[src/rtl/shift_operand_sequencer.sv]
// Decode-stage controller in front of the Shifter. It classifies the
// instruction in ID and builds a registered operand-control packet for EX.
// For shift-by-register forms it reads Rs over the shared port-B read path,
// stalling IF/ID until the amount arrives. Packets go to ID/EX via valid/ready.
module shift_operand_sequencer #(
  parameter int unsigned RS_LAT = 1,
  parameter int unsigned N      = 32
) (
  input  logic          clk,
  input  logic          reset_n,
  input  logic          id_valid_in,
  input  logic [31:0]   instr_in,
  input  logic [N-1:0]  rs_data_in,
  input  logic          ex_ready_in,
  output logic          stall_out,
  output logic          rs_rd_en_out,
  output logic [3:0]    rs_addr_out,
  output logic          op_valid_out,
  output logic [2:0]    type_out,
  output logic [11:0]   shift_out,
  output logic          carry_sel_out,
  output logic          amt_ovf_out
);

  typedef enum logic [1:0] {
    IDLE    = 2'd0,
    RS_WAIT = 2'd1,
    ISSUE   = 2'd2
  } state_t;

  localparam logic [2:0] LAT = 3'(RS_LAT);

  state_t      state_q, state_d;
  logic [2:0]  cnt_q, cnt_d;
  logic [6:0]  lo_q, lo_d;
  logic [2:0]  type_q, type_d;
  logic [11:0] shift_q, shift_d;
  logic        carry_q, carry_d;
  logic        ovf_q, ovf_d;
  logic        stall_c, rd_en_c;

  logic        is_reg_shift;
  logic        accept;
  logic [2:0]  dec_type;
  logic [11:0] dec_shift;
  logic        dec_carry;
  logic [7:0]  amt;
  logic [11:0] rsh_shift;
  logic        rsh_carry;
  logic        rsh_ovf;

  // Bits of the instruction word and Rs that play no part in this block.
  logic unused_bits;
  assign unused_bits = &{1'b0, instr_in[31:28], instr_in[24:12], rs_data_in[N-1:8]};

  assign is_reg_shift = (instr_in[27:25] == 3'b000) && instr_in[4] && !instr_in[7];
  assign accept       = id_valid_in &&
                        ((state_q == IDLE) || ((state_q == ISSUE) && ex_ready_in));

  // Classify the instruction in ID into Shifter type/shift controls and carry source.
  always_comb begin
    dec_type  = 3'b011;
    dec_shift = instr_in[11:0];
    dec_carry = 1'b1;
    case (instr_in[27:25])
      3'b001: begin
        dec_type  = 3'b001;
        dec_carry = (instr_in[11:8] == 4'd0);
      end
      3'b000: begin
        // bit4 set here means multiply/extra forms; shift-by-register takes the RS_WAIT path
        if (!instr_in[4]) begin
          dec_type  = 3'b000;
          dec_carry = (instr_in[11:5] == 7'd0);
        end
      end
      3'b010: begin
        dec_type  = 3'b010;
        dec_carry = 1'b0;
      end
      3'b011: begin
        dec_type  = 3'b011;
        dec_carry = 1'b0;
      end
      default: begin
        dec_type  = 3'b011;
        dec_carry = 1'b1;
      end
    endcase
  end

  // Build the shift-by-register packet from the latched instruction bits and Rs[7:0].
  always_comb begin
    amt       = rs_data_in[7:0];
    rsh_ovf   = (amt >= 8'd32);
    rsh_carry = (amt == 8'd0);
    // A zero amount degenerates to LSL #0 so the Shifter passes Rm and C through.
    rsh_shift = {amt[4:0], (amt == 8'd0) ? 2'b00 : lo_q[6:5], 1'b0, lo_q[3:0]};
  end

  // Next-state, packet load and the combinational stall/read-request decisions.
  always_comb begin
    state_d = state_q;
    cnt_d   = cnt_q;
    lo_d    = lo_q;
    type_d  = type_q;
    shift_d = shift_q;
    carry_d = carry_q;
    ovf_d   = ovf_q;
    stall_c = 1'b0;
    rd_en_c = 1'b0;
    case (state_q)
      IDLE, ISSUE: begin
        if ((state_q == ISSUE) && !ex_ready_in) begin
          stall_c = 1'b1;
        end else if (accept) begin
          if (is_reg_shift) begin
            stall_c = 1'b1;
            rd_en_c = 1'b1;
            lo_d    = instr_in[6:0];
            cnt_d   = LAT;
            state_d = RS_WAIT;
          end else begin
            type_d  = dec_type;
            shift_d = dec_shift;
            carry_d = dec_carry;
            ovf_d   = 1'b0;
            state_d = ISSUE;
          end
        end else begin
          state_d = IDLE;
        end
      end
      RS_WAIT: begin
        stall_c = 1'b1;
        if (cnt_q <= 3'd1) begin
          type_d  = 3'b000;
          shift_d = rsh_shift;
          carry_d = rsh_carry;
          ovf_d   = rsh_ovf;
          cnt_d   = 3'd0;
          state_d = ISSUE;
        end else begin
          cnt_d = cnt_q - 3'd1;
        end
      end
      default: begin
        state_d = IDLE;
      end
    endcase
  end

  // State, wait counter, latched instruction bits and the output packet.
  always_ff @(posedge clk or negedge reset_n) begin
    if (!reset_n) begin
      state_q <= IDLE;
      cnt_q   <= '0;
      lo_q    <= '0;
      type_q  <= '0;
      shift_q <= '0;
      carry_q <= 1'b0;
      ovf_q   <= 1'b0;
    end else begin
      state_q <= state_d;
      cnt_q   <= cnt_d;
      lo_q    <= lo_d;
      type_q  <= type_d;
      shift_q <= shift_d;
      carry_q <= carry_d;
      ovf_q   <= ovf_d;
    end
  end

  // Combinational outputs are gated by reset so everything reads 0 while reset_n is low,
  // even if ID still presents a valid shift-by-register instruction.
  assign stall_out     = reset_n & stall_c;
  assign rs_rd_en_out  = reset_n & rd_en_c;
  assign rs_addr_out   = reset_n ? instr_in[11:8] : '0;
  assign op_valid_out  = (state_q == ISSUE);
  assign type_out      = type_q;
  assign shift_out     = shift_q;
  assign carry_sel_out = carry_q;
  assign amt_ovf_out   = ovf_q;

endmodule
[config.mk]
export PLATFORM = sky130hd
export DESIGN_NAME = shift_operand_sequencer
export DESIGN_NICKNAME = d
export VERILOG_FILES = /design/src/rtl/shift_operand_sequencer.sv
export SDC_FILE = /design/constraint.sdc
export NUM_CORES = 1
export LEC_CHECK = 0
export ABC_AREA = 1
export BUFFER_PORTS_ARGS = -buffer_cell sky130_fd_sc_hd__buf_2
export CORE_MARGIN = 2
export CORE_UTILIZATION = 43
export DETAILED_ROUTE_END_ITERATION = 8
export GPL_ROUTABILITY_DRIVEN = 0
export HOLD_SLACK_MARGIN = 0.06
export PLACE_DENSITY = 0.79
export SYNTH_ARGS = -nofsm -noshare
export SYNTH_HDL_FRONTEND = slang
export SYNTH_SLANG_ARGS = --single-unit
[constraint.sdc]
create_clock -name clk -period 1.9 [get_ports clk]
set_input_delay 0.095 -clock clk [delete_from_list [all_inputs] [get_ports clk]]
set_output_delay 0.095 -clock clk [all_outputs]
set_load 0.005 [all_outputs]
# [Word level (Yosys, flattened, before mapping)]
# Cells that the tools add are included.
[op_classes] addsub=1 n_mul=0 div=0 n_lt_le_gt_ge=2 n_eq_ne=10 shifts=0 n_mux=42 bitwise_logic=3 n_reduce_logical=20
[ops] cell="two-way mux 12 bit" count=4
[ops] cell="two-way mux 3 bit" count=8
[ops] cell="case mux 12 bit (2 select lines)" count=1
[ops] cell="two-way mux 1 bit" count=14
[ops] cell="two-way mux 2 bit" count=6
[ops] cell="case mux 3 bit (2 select lines)" count=2
[ops] cell="inequality test 2 bit (second input constant)" count=5
[ops] cell="greater-or-equal comparator 8 x 6 -> 1 bit (second input constant)" count=1
[ops] cell="logical NOT 8 bit" count=1
[ops] cell="AND reduction 4 bit" count=2
[ops] cell="logical NOT 7 bit" count=1
[ops] cell="== test 3 x 2 -> 1 bit (second input constant)" count=2
[ops] cell="case mux 1 bit (2 select lines)" count=3
[ops] cell="case mux 2 bit (3 select lines)" count=1
[ops] cell="logical AND 1 bit" count=5
[ops] cell="AND reduction 5 bit" count=1
[ops] cell="logical NOT 4 bit" count=1
[ops] cell="two-way mux 4 bit" count=1
[ops] cell="case mux 2 bit (2 select lines)" count=1
[ops] cell="OR reduction 2 bit" count=2
[ops] cell="== test 3 x 1 -> 1 bit (second input constant)" count=1
[ops] cell="<= comparator 3 x 1 -> 1 bit (second input constant)" count=1
[ops] cell="logical NOT 3 bit" count=1
[ops] cell="case mux 1 bit (3 select lines)" count=1
[ops] cell="10 further kinds" count=12
[totals] regBits=29 latchBits=0 ramBits=0 mem_bits_ro=0 inputBits=68 out_inout_bits=24 word_cells=85 memories=0

# [Longest topological paths before layout]
# Gate-level depths: netlist of run 1.
[depth] word_depth=8 depth_mapped=10 ltp_nobuf=9

# [Least setup slack after synthesis of run 1]
# Ideal clock, no wire load.
[synth_timing] path_type="reg-to-reg" from="reg cnt_q[1]" to="reg ovf_q, in the netlist amt_ovf_out" setup_time_ns=0.116 arrival_ns=1.254 required_ns=1.784 path_slack_ns=0.529 stages_incl_launch_ff=11 path_buffers=1 period_less_slack_ns=1.371 path_cell_list="dfrtp_1 > inv_1 > ha_1 > nand2_1 > nand3_4 > nand2_4 > nor2_8 > inv_6 > buf_8 > nand2_1 > nand2_1"
[synth_between] elab_chain_len=3
[synth_rtl] element="from (decl)" line_no="34" source="logic [2:0] cnt_q, cnt_d;"
[synth_rtl] element="from (signal assigned)" line_no="165" source="cnt_q <= cnt_d;"
[synth_rtl] element="<= comparator 3 x 1 -> 1 bit" line_no="136" source="if (cnt_q <= 3'd1) begin"
[synth_rtl] element="inequality test 2 bit (no source line)"
[synth_rtl] element="AND reduction 5 bit (no source line)"
[synth_rtl] element="to (signal assigned)" line_no="170" source="ovf_q <= ovf_d;"
[synth_rtl] element="to (decl)" line_no="39" source="logic ovf_q, ovf_d;"
# Every way passes these cells.
# A chain may end at the register's enable or synchronous reset.

# [Worst setup path after layout of run 1]
[layout_timing] from="reg state_q[0]" to="out rs_rd_en_out"
[layout_between] elab_chain_len=8 word_cells_on_any_way=11 classes_between="eq/ne: 1; mux: 3; bitwise: 1; reduce/logical: 6"
[layout_rtl] element="from (decl)" line_no="33" source="state_t state_q, state_d;"
[layout_rtl] element="from (signal assigned)" line_no="164" source="state_q <= state_d;"
[layout_rtl] element="== test 2 bit" line_no="58, 112, 114"
[layout_rtl] element="logical AND 1 bit" line_no="58" source="((state_q == IDLE) || ((state_q == ISSUE) && ex_ready_in));"
[layout_rtl] element="logical OR 1 bit" line_no="58"
[layout_rtl] element="logical AND 1 bit" line_no="57" source="assign accept = id_valid_in &&"
[layout_rtl] element="two-way mux 1 bit" line_no="116" source="end else if (accept) begin"
[layout_rtl] element="two-way mux 1 bit" line_no="114" source="if ((state_q == ISSUE) && !ex_ready_in) begin"
[layout_rtl] element="two-way mux 1 bit (*)" line_no="112" source="case (state_q)"
[layout_rtl] element="bitwise AND 1 bit (*)" line_no="177" source="assign rs_rd_en_out = reset_n & rd_en_c;"
[layout_rtl] element="to (decl)" line_no="16" source="output logic rs_rd_en_out,"
# Every way passes the cells marked *; elsewhere a longest branch is shown, timed or not.

==> results.tsv, run 1 <==
metric	value	unit
warnings from Yosys	0	
Synth Register Bits	27	
Worst-Skew Late Latency	0.32	ns
post-DP HPWL	2481	µm
register area share after synthesis	43.69	%
Clock Path Buffers	2	
1st-iter DRT viols	55	
CP top delay family	simple AND/OR/NAND/NOR gates	
combinational fraction of design power	27.7	%
vias in the first global route	1380	
layout cells sized above 1	26.55	%
placed cell area	1794	µm²
total CTS buffers	3	
Sequential Power Share	53.4	%
syn_nets	285	
die area	4092	µm²
core area	3390	µm²
syn avg cell area	7.193	µm²
GR Overflow Total	0	
NetSw	0.4243	mW
Final Hold Fails	0	
HP Class	in -> reg	
clock power share	18.9	%
fin nets	346	
I/O pins	92	
max cap viols	0	
design area	1949	µm²
Initial Util	45.63	%
Crit path largest cell delay	0.45	ns
final worst path period share	88.51	%
status	finished, final reports clean	
std cell rows	21	
DRC viols	0	
first-pass GRT wire length	5575	µm
post-synth cell types	26	
H-tree Lvls	1	
DR vias	1488	
Crit Path Category	reg -> out	
Max Clk Rate	594.7	MHz
Chip Width	63.97	µm
Power Density	685.2	nW/µm²
CP max stage cell	dfrtp_1	
clk root buf	clkbuf_4	
Final Util	57.51	%
leakage	1.132	nW
final setup fails	0	
Layout Area Growth over Synthesis	26.05	%
PortBufs	49	
worst path required time	1.80	ns
Worst Path Arrival	1.59	ns
vias per cell	4.636	
startpoint types	flop	
CP Capture Type	primary output	
Fillers	318	
worst-path fanout max	13	
Cells after Synth	215	
setup_tns	0	ns
RSZ-0062 raised after global routing	no	
WL/cell	10.37	µm
DRT antenna net count	0	
worst vdd rail ir drop	0.3600	mV
ANT cells	0	
DR pass1 iterations	4	
CP cell instances	nor2_2, nand2_2, nor2_4, inv_2, nor2_1, buf_2	
CTS tree	yes	
gr usage total	16.83	%
WP buf/inv	2	
hold slack	0.07591	ns
TritonCTS Sinks	27	
largest net degree at the start of global routing	23	
Die Y-Extent	63.97	µm
sw frac	31.76	%
Mapped Area	1546	µm²
Max Slew Vio Count	0	
initial antenna violation count	0	
crit path time final	1.682	ns
clk slew on worst S/H paths	0.15	ns
Worst Clk Skew	0.003940	ns
drt total wl	3330	µm
P_int	0.9115	mW
tightest hold or removal path: cells and delay by family:
| family | cells | cell delay [ns] |
|---|---|---|
| simple gates | 4 | 0.19 |
| buf+inv | 1 | 0.09 |
logic make-up after synthesis:
logic type               count (synthesis)  share of synthesized area, %
AND/OR/NAND/NOR                        129                         36.17
buffers and inverters                   34                         10.92
flip-flops                              27                         43.69
AO/OA/AOI/OAI                           22                         7.363
adder cells (fa/ha/maj)                  2                         1.618
other                                    1                        0.2425
synthesized netlist by cell type (all sizes together):
cell | n | area [µm²]
dfrtp | 27 | 675.7
nand3 | 9 | 57.56
a22oi | 1 | 7.510
nor2 | 19 | 100.1
or2 | 1 | 6.260
inv | 27 | 106.4
ha | 2 | 25.02
a21oi | 2 | 10.01
buf | 7 | 62.55
and2 | 1 | 6.260
nand4 | 1 | 6.260
o21ai | 18 | 90.09
a31oi | 1 | 6.260
conb | 1 | 3.750
nand2 | 98 | 382.9
flip-flops by register name (all words and copies together), names as in the netlist:
name	flops
shift_out	12
lo_q	6
cnt_q	3
state_q	2
type_out	2
amt_ovf_out	1
carry_sel_out	1
worst paths after layout:
check | start | endpoint | slack (ns) | cells past startpoint
max | state_q[0]$_DFFE_PN0P_ | rs_rd_en_out | 0.22 | 6
min | rs_data_in[1] | shift_out[8]$_DFFE_PN0P_ | 0.08 | 5
max reg2reg | state_q[0]$_DFFE_PN0P_ | shift_out[3]$_DFFE_PN0P_ | 0.34 | 9
min reg2reg | shift_out[7]$_DFFE_PN0P_ | shift_out[7]$_DFFE_PN0P_ | 0.49 | 2
max in group asynchronous | reset_n | state_q[0]$_DFFE_PN0P_ | 1.18 | 3
min in group asynchronous | reset_n | type_out[1]$_DFFE_PN0P_ | 0.19 | 2
power groups by stage:
stage / Combinational, mW / Sequential [mW] / Clock [mW]
2_1_floorplan: 0.216 / 0.728 / 0
3_3_place_gp: 0.347 / 0.721 / 0
3_5_place_dp: 0.358 / 0.725 / 0
4_1_cts: 0.373 / 0.713 / 0.264
5_1_grt: 0.425 / 0.723 / 0.289
6_report: 0.369 / 0.713 / 0.253
cell usage in the layout, fill, tap and decap left out, types with 2 or more instances in the layout:
master         count
nand2_1           94
buf_2             49
dfrtp_1           27
inv_1             22
o21ai_0           18
nor2_1            15
dlygate4sd3_1      9
nand3_1            8
buf_4              5
inv_2              4
nand2_2            3
clkbuf_4           3
nor2_4             2
a21oi_1            2
ha_1               2
cell type report:
cell class	instances	area, µm²	area share (%)
clock buffer	3	22.52	1.155
clock inverter	1	7.507	0.3851
inverter	27	106.4	5.456
multi-input combinational	154	706.9	36.26
sequential	27	675.6	34.66
tap	46	57.56	2.953
timing repair buffer	63	372.9	19.13
per-stage QoR:
step	cells	worst slack, ns	total power, mW
5_1_grt	321	0.1027	1.437
4_1_cts	317	0.07081	1.350
6_report	321	0.2184	1.336
2_1_floorplan	215	0.5295	0.9438
3_3_place_gp	304	0.3981	1.068
3_5_place_dp	304	0.3770	1.082
timing repair:
item | CTS | global route
endpoints found under the setup margin | 0 | 2
hold buffers | 9 | 0
buffers inserted | 0 | 4
hold endpoints to repair | 35 | 0
gates resized for setup | 0 | 1
layer usage:
metal | wire (µm) | vias to the layer above | track usage, %
met5 | 0 | - | 0
met4 | 54 | 0 | 5.163
met3 | 150 | 4 | 1.585
met2 | 1698 | 33 | 31.25
met1 | 1426 | 680 | 20.32
li1 | - | 771 | -
No activity file was read; power rests on OpenSTA's default activity.
==> run 2: changes to the inputs <==
ABC_CLOCK_PERIOD_IN_PS = 2100   (was unset)
CORE_UTILIZATION = 46   (was 43)
PLACE_DENSITY = 0.84   (was 0.79)
clock period = 2.1 ns   (was 1.9 ns; I/O delays follow)
==> run 2 against run 1 <==
Total power is 8.9% lower; clock-buffer cell count stayed put; first-iteration DRC count is 53% higher; core utilization is 1.0 points higher; sequential share of layout area is 0.50 points higher; worst hold slack better by 0.0058 ns; cell count is 0.93% lower; die area is 6.1% lower; design area is 1.4% lower; combinational power is 9.2% lower; clock power is 9.1% lower; critical path type is now in -> out; highest routed layer unchanged.
==> results.tsv, run 2 (synthesis results as in run 1) <==
metric	value	unit	change
worst path required time	2.00	ns	+0.20 ns
DRC viols	0		unchanged
HP Class	in -> reg		
clk root buf	clkbuf_4		
vias in the first global route	1249		-9.5%
Final Hold Fails	0		unchanged
final worst path period share	92.32	%	
clock power share	18.9	%	about the same
Worst-Skew Late Latency	0.33	ns	about the same
Crit Path Category	in -> out		
RSZ-0062 raised after global routing	no		
R2R Path End	shift_out[5]$_DFFE_PN0P_		
combinational fraction of design power	27.6	%	about the same
core area	3284	µm²	-3.1%
Fillers	319		+0.31%
layout cells sized above 1	25.74	%	-0.81 points
Worst Clk Skew	0.006011	ns	+0.002071 ns
worst-path fanout max	13		unchanged
WL/cell	10.71	µm	+3.2%
drt total wl	3405	µm	+2.3%
P_int	0.8250	mW	-9.5%
post-CTS sizing	0		unchanged
max cap viols	0		unchanged
NetSw	0.3914	mW	-7.8%
largest net degree at the start of global routing	23		unchanged
Clock Path Buffers	2		unchanged
Layout Area Growth over Synthesis	24.27	%	
sw frac	32.17	%	+0.41 points
setup_tns	0	ns	unchanged
fin nets	343		-0.87%
CTS tree	yes		
Initial Util	47.09	%	+1.5 points
leakage	1.116	nW	-1.5%
Final Util	58.51	%	+1.0 points
I/O pins	92		unchanged
worst vdd rail ir drop	0.2420	mV	-33%
H-tree Lvls	1		unchanged
Crit Reg-Reg Startpoint	state_q[0]$_DFFE_PN0P_		
crit path time final	1.939	ns	
GR Overflow Total	0		unchanged
ANT cells	0		unchanged
initial antenna violation count	0		unchanged
std cell rows	21		unchanged
startpoint types	input pin		
gr usage total	18.23	%	+1.4 points
DR pass1 iterations	6		+2
DRT antenna net count	0		unchanged
Power Density	632.9	nW/µm²	-7.6%
status	finished, final reports clean		
DR vias	1491		+0.20%
Max Slew Vio Count	0		unchanged
WHS Endpoint	shift_out[10]$_DFFE_PN0P_		
vias per cell	4.689		+1.1%
Sequential Power Share	53.6	%	+0.2 points
Setup Buffers After CTS	0		unchanged
clk slew on worst S/H paths	0.14	ns	about the same
reg2reg path depth	8		-1
1st-iter DRT viols	84		+53%
min-delay src	rs_data_in[3]		
commonest non-fill, non-tap cell in the layout	nand2_1		
final setup fails	0		unchanged
Chip Width	61.98	µm	-3.1%
Max Clk Rate	515.8	MHz	
first-pass GRT wire length	5278	µm	-5.3%
TritonCTS Sinks	27		unchanged
CP Capture Type	primary output		
Worst Path Arrival	1.83	ns	+0.24 ns
post-DP HPWL	2604	µm	+5.0%
total CTS buffers	3		unchanged
max FFs per register	12		unchanged
die area	3842	µm²	-6.1%
most frequent cells in the layout	nand2_1 (94), buf_2 (49), dfrtp_1 (27), inv_1 (22), o21ai_0 (18)		
hold path cells	5		unchanged
r2r setup slk	0.54	ns	+0.20 ns
PortBufs	49		unchanged
Die Y-Extent	61.98	µm	-3.1%
## run 2: cell types whose count changed in the layout (fill, tap and decap cells not counted), sizes merged
cell and delta:
buf -3
## run 2: worst max-delay path by stage
stage / start / end / slack (ns)
floorplan: cnt_q[1]$_DFFE_PN0P_ / amt_ovf_out$_DFFE_PN0P_ / 0.73
global placement: cnt_q[1]$_DFFE_PN0P_ / carry_sel_out$_DFFE_PN0P_ / 0.61
detailed placement: cnt_q[1]$_DFFE_PN0P_ / shift_out[0]$_DFFE_PN0P_ / 0.58
CTS: instr_in[4] / rs_rd_en_out / 0.21
global route: instr_in[4] / rs_rd_en_out / 0.03
finish: instr_in[4] / rs_rd_en_out / 0.16
## run 2: repair_timing
item	CTS	global route
hold buffers	9	0
endpoints found under the setup margin	0	0
endpoints found under the hold margin	35	0
## run 2: per-stage QoR
step	setup slack, ns	std cells	power (mW)	area (µm²)	hold WS, ns
6_report	0.1612	318	1.216	1922	0.08170
3_5_place_dp	0.5797	305	0.9838	1802	-0.01083
4_1_cts	0.2077	318	1.221	1922	0.08430
3_3_place_gp	0.6099	305	0.9674	1802	-0.01474
5_1_grt	0.02589	318	1.308	1922	0.1038
2_1_floorplan	0.7295	215	0.8539	1546	-0.1906
## run 2: power groups by stage
stage                     registers (mW)  logic (mW)  clock network, mW
after floorplan                    0.659       0.195                  0
after global placement             0.654       0.314                  0
after CTS                          0.651       0.337              0.233
after global routing               0.663       0.392              0.253
final                              0.651       0.335              0.230
after detailed placement           0.661       0.323                  0
## run 2: routing by layer
layer	global-route usage (%)	routed length, µm	share of wire [%]	vias up
li1	-	-	-	767
met4	4.559	42	1.2	0
met5	0	0	0	-
met2	32.74	1662	49	41
met1	23.45	1548	45	679
met3	1.656	151	4.4	4
## run 2: area by class of cell
type,count,area [µm²],share of cell area [%]
clock buffers,3,22.52,1.172
clock inverters,1,7.507,0.3906
inverters,27,106.4,5.534
multi-input cells,154,701.9,36.52
flip-flops and latches,27,675.6,35.16
well taps,46,57.56,2.995
repair buffers,60,350.3,18.23
## run 2: critical path: stages
cell	delay [ns]
dlygate4sd3_1	0.53
buf_2	0.13
inv_1	0.04
nor2_1	0.16
nand3_1	0.18
nor2_2	0.40
inv_2	0.07
nor2_1	0.10
buf_2	0.12
==> run 3: changes to the inputs <==
MAX_ROUTING_LAYER = met4   (was unset)
==> run 3 against run 2 <==
Clock power is essentially flat; via count grew 0.54%; sequential cell count is the same; worst hold slack gained 0.0046 ns; design area is the same; sequential power is essentially flat; first-iteration DRC count shrank 2.4%; total power shrank 0.22%; non-clock buffer count is the same; worst setup slack gained 0.0089 ns; critical path type unchanged; largest power group unchanged; highest routed layer unchanged.
==> results.tsv, run 3 (synthesis results as in run 1) <==
metric	value	unit	change
status	finished, final reports clean		
Max Clk Rate	518.2	MHz	+0.46%
H-tree Lvls	1		unchanged
fin nets	343		unchanged
std cell rows	21		unchanged
Worst-Skew Late Latency	0.32	ns	about the same
GR Overflow Total	0		unchanged
Final Hold Fails	0		unchanged
DRT antenna net count	0		unchanged
final worst path period share	91.90	%	-0.43 points
Setup Buffers After CTS	0		unchanged
hold slack	0.08633	ns	+0.004632 ns
1st-iter DRT viols	82		-2.4%
WL/cell	10.69	µm	-0.18%
DR pass1 iterations	6		unchanged
crit path time final	1.930	ns	-0.008936 ns
total CTS buffers	3		unchanged
Chip Width	61.98	µm	unchanged
CP Capture Type	primary output		
startpoint types	input pin		
Die Y-Extent	61.98	µm	unchanged
Clock Path Buffers	2		unchanged
worst vdd rail ir drop	0.2417	mV	-0.11%
CP endpoint	rs_rd_en_out		
R2R Path End	shift_out[5]$_DFFE_PN0P_		
I/O pins	92		unchanged
PortBufs	49		unchanged
worst-path fanout max	13		unchanged
clk slew on worst S/H paths	0.14	ns	about the same
final setup fails	0		unchanged
Fillers	319		unchanged
most frequent cells in the layout	nand2_1 (94), buf_2 (49), dfrtp_1 (27), inv_1 (22), o21ai_0 (18)		
RSZ-0062 raised after global routing	no		
die area	3842	µm²	unchanged
worst path required time	2.00	ns	about the same
max FFs per register	12		unchanged
core area	3284	µm²	unchanged
r2r setup slk	0.55	ns	about the same
TritonCTS Sinks	27		unchanged
max cap viols	0		unchanged
Worst Clk Skew	0.007389	ns	+0.001377 ns
vias per cell	4.714		+0.54%
Crit Reg-Reg Startpoint	state_q[0]$_DFFE_PN0P_		
first-pass GRT wire length	5285	µm	+0.13%
DR vias	1499		+0.54%
HP Class	in -> reg		
Layout Area Growth over Synthesis	24.27	%	unchanged
CTS tree	yes		
post-DP HPWL	2604	µm	unchanged
drt total wl	3399	µm	-0.18%
Power Density	631.5	nW/µm²	-0.22%
area occupied by multi-input gates	701.9	µm²	unchanged
ANT cells	0		unchanged
reg2reg path depth	8		unchanged
gr usage total	18.79	%	+0.57 points
clk root buf	clkbuf_4		
Max Slew Vio Count	0		unchanged
DRC viols	0		unchanged
largest net degree at the start of global routing	23		unchanged
register area	675.6	µm²	unchanged
Crit Path Category	in -> out		
leakage	1.116	nW	unchanged
initial antenna violation count	0		unchanged
Initial Util	47.09	%	unchanged
setup_tns	0	ns	unchanged
commonest non-fill, non-tap cell in the layout	nand2_1		
Worst Path Arrival	1.82	ns	about the same
crit path from	instr_in[4]		
post-CTS sizing	0		unchanged
layout cells sized above 1	25.74	%	unchanged
vias in the first global route	1252		+0.24%
run 3: cell counts in the layout (fill, tap and decap cells not counted):
Identical to the previous run, type by type.
run 3: power by group:
part | internal [mW] | switching [mW]
Clock | 0.0728 | 0.154
Combinational | 0.147 | 0.188
Sequential | 0.605 | 0.0468
Total | 0.825 | 0.389
run 3: worst min-delay path by stage:
stage / to / cells after the start / from / slack, ns
5_1_grt: shift_out[8]$_DFFE_PN0P_ / 5 / rs_data_in[1] / 0.10
2_1_floorplan: amt_ovf_out$_DFFE_PN0P_ / 0 / reset_n / -0.19
6_report: shift_out[10]$_DFFE_PN0P_ / 5 / rs_data_in[3] / 0.09
4_1_cts: shift_out[10]$_DFFE_PN0P_ / 5 / rs_data_in[3] / 0.08
3_3_place_gp: shift_out[2]$_DFFE_PN0P_ / 1 / reset_n / -0.01
3_5_place_dp: shift_out[4]$_DFFE_PN0P_ / 1 / reset_n / -0.01
run 3: layout make-up:
| cell class | count | share of cell area [%] |
|---|---|---|
| sequential | 27 | 35.16 |
| inverter | 27 | 5.534 |
| multi-input combinational | 154 | 36.52 |
| clock buffer | 3 | 1.172 |
| tap | 46 | 2.995 |
| clock inverter | 1 | 0.3906 |
| timing repair buffer | 60 | 18.23 |
run 3: routing by layer:
metal / GRT usage (%) / vias up / part of all wire (%)
li1: - / 772 / -
met1: 23.58 / 685 / 46
met2: 32.59 / 36 / 49
met3: 1.656 / 6 / 4.1
met4: 4.559 / 0 / 1.5
met5: - / - / 0
run 3: through the flow:
| step | area (µm²) | cells | utilization [%] | power, mW | worst slack (ns) |
|---|---|---|---|---|---|
| 2_1_floorplan | 1546 | 215 | - | 0.8539 | 0.7295 |
| 3_3_place_gp | 1802 | 305 | 54.86 | 0.9674 | 0.6099 |
| 3_5_place_dp | 1802 | 305 | 54.86 | 0.9838 | 0.5797 |
| 4_1_cts | 1922 | 318 | 58.51 | 1.221 | 0.2077 |
| 5_1_grt | 1922 | 318 | 58.51 | 1.308 | 0.02589 |
| 6_report | 1922 | 318 | 58.51 | 1.214 | 0.1702 |
run 3: what timing repair did:
item                                    4_1_cts  5_1_grt
hold endpoints to repair                     35        0
endpoints found under the setup margin        0        0
hold buffers                                  9        0
run 3: critical path, stage by stage:
cell and delay [ns]:
dlygate4sd3_1 0.53, buf_2 0.13, inv_1 0.04, nor2_1 0.16
nand3_1 0.18, nor2_2 0.40, inv_2 0.07, nor2_1 0.10
buf_2 0.12
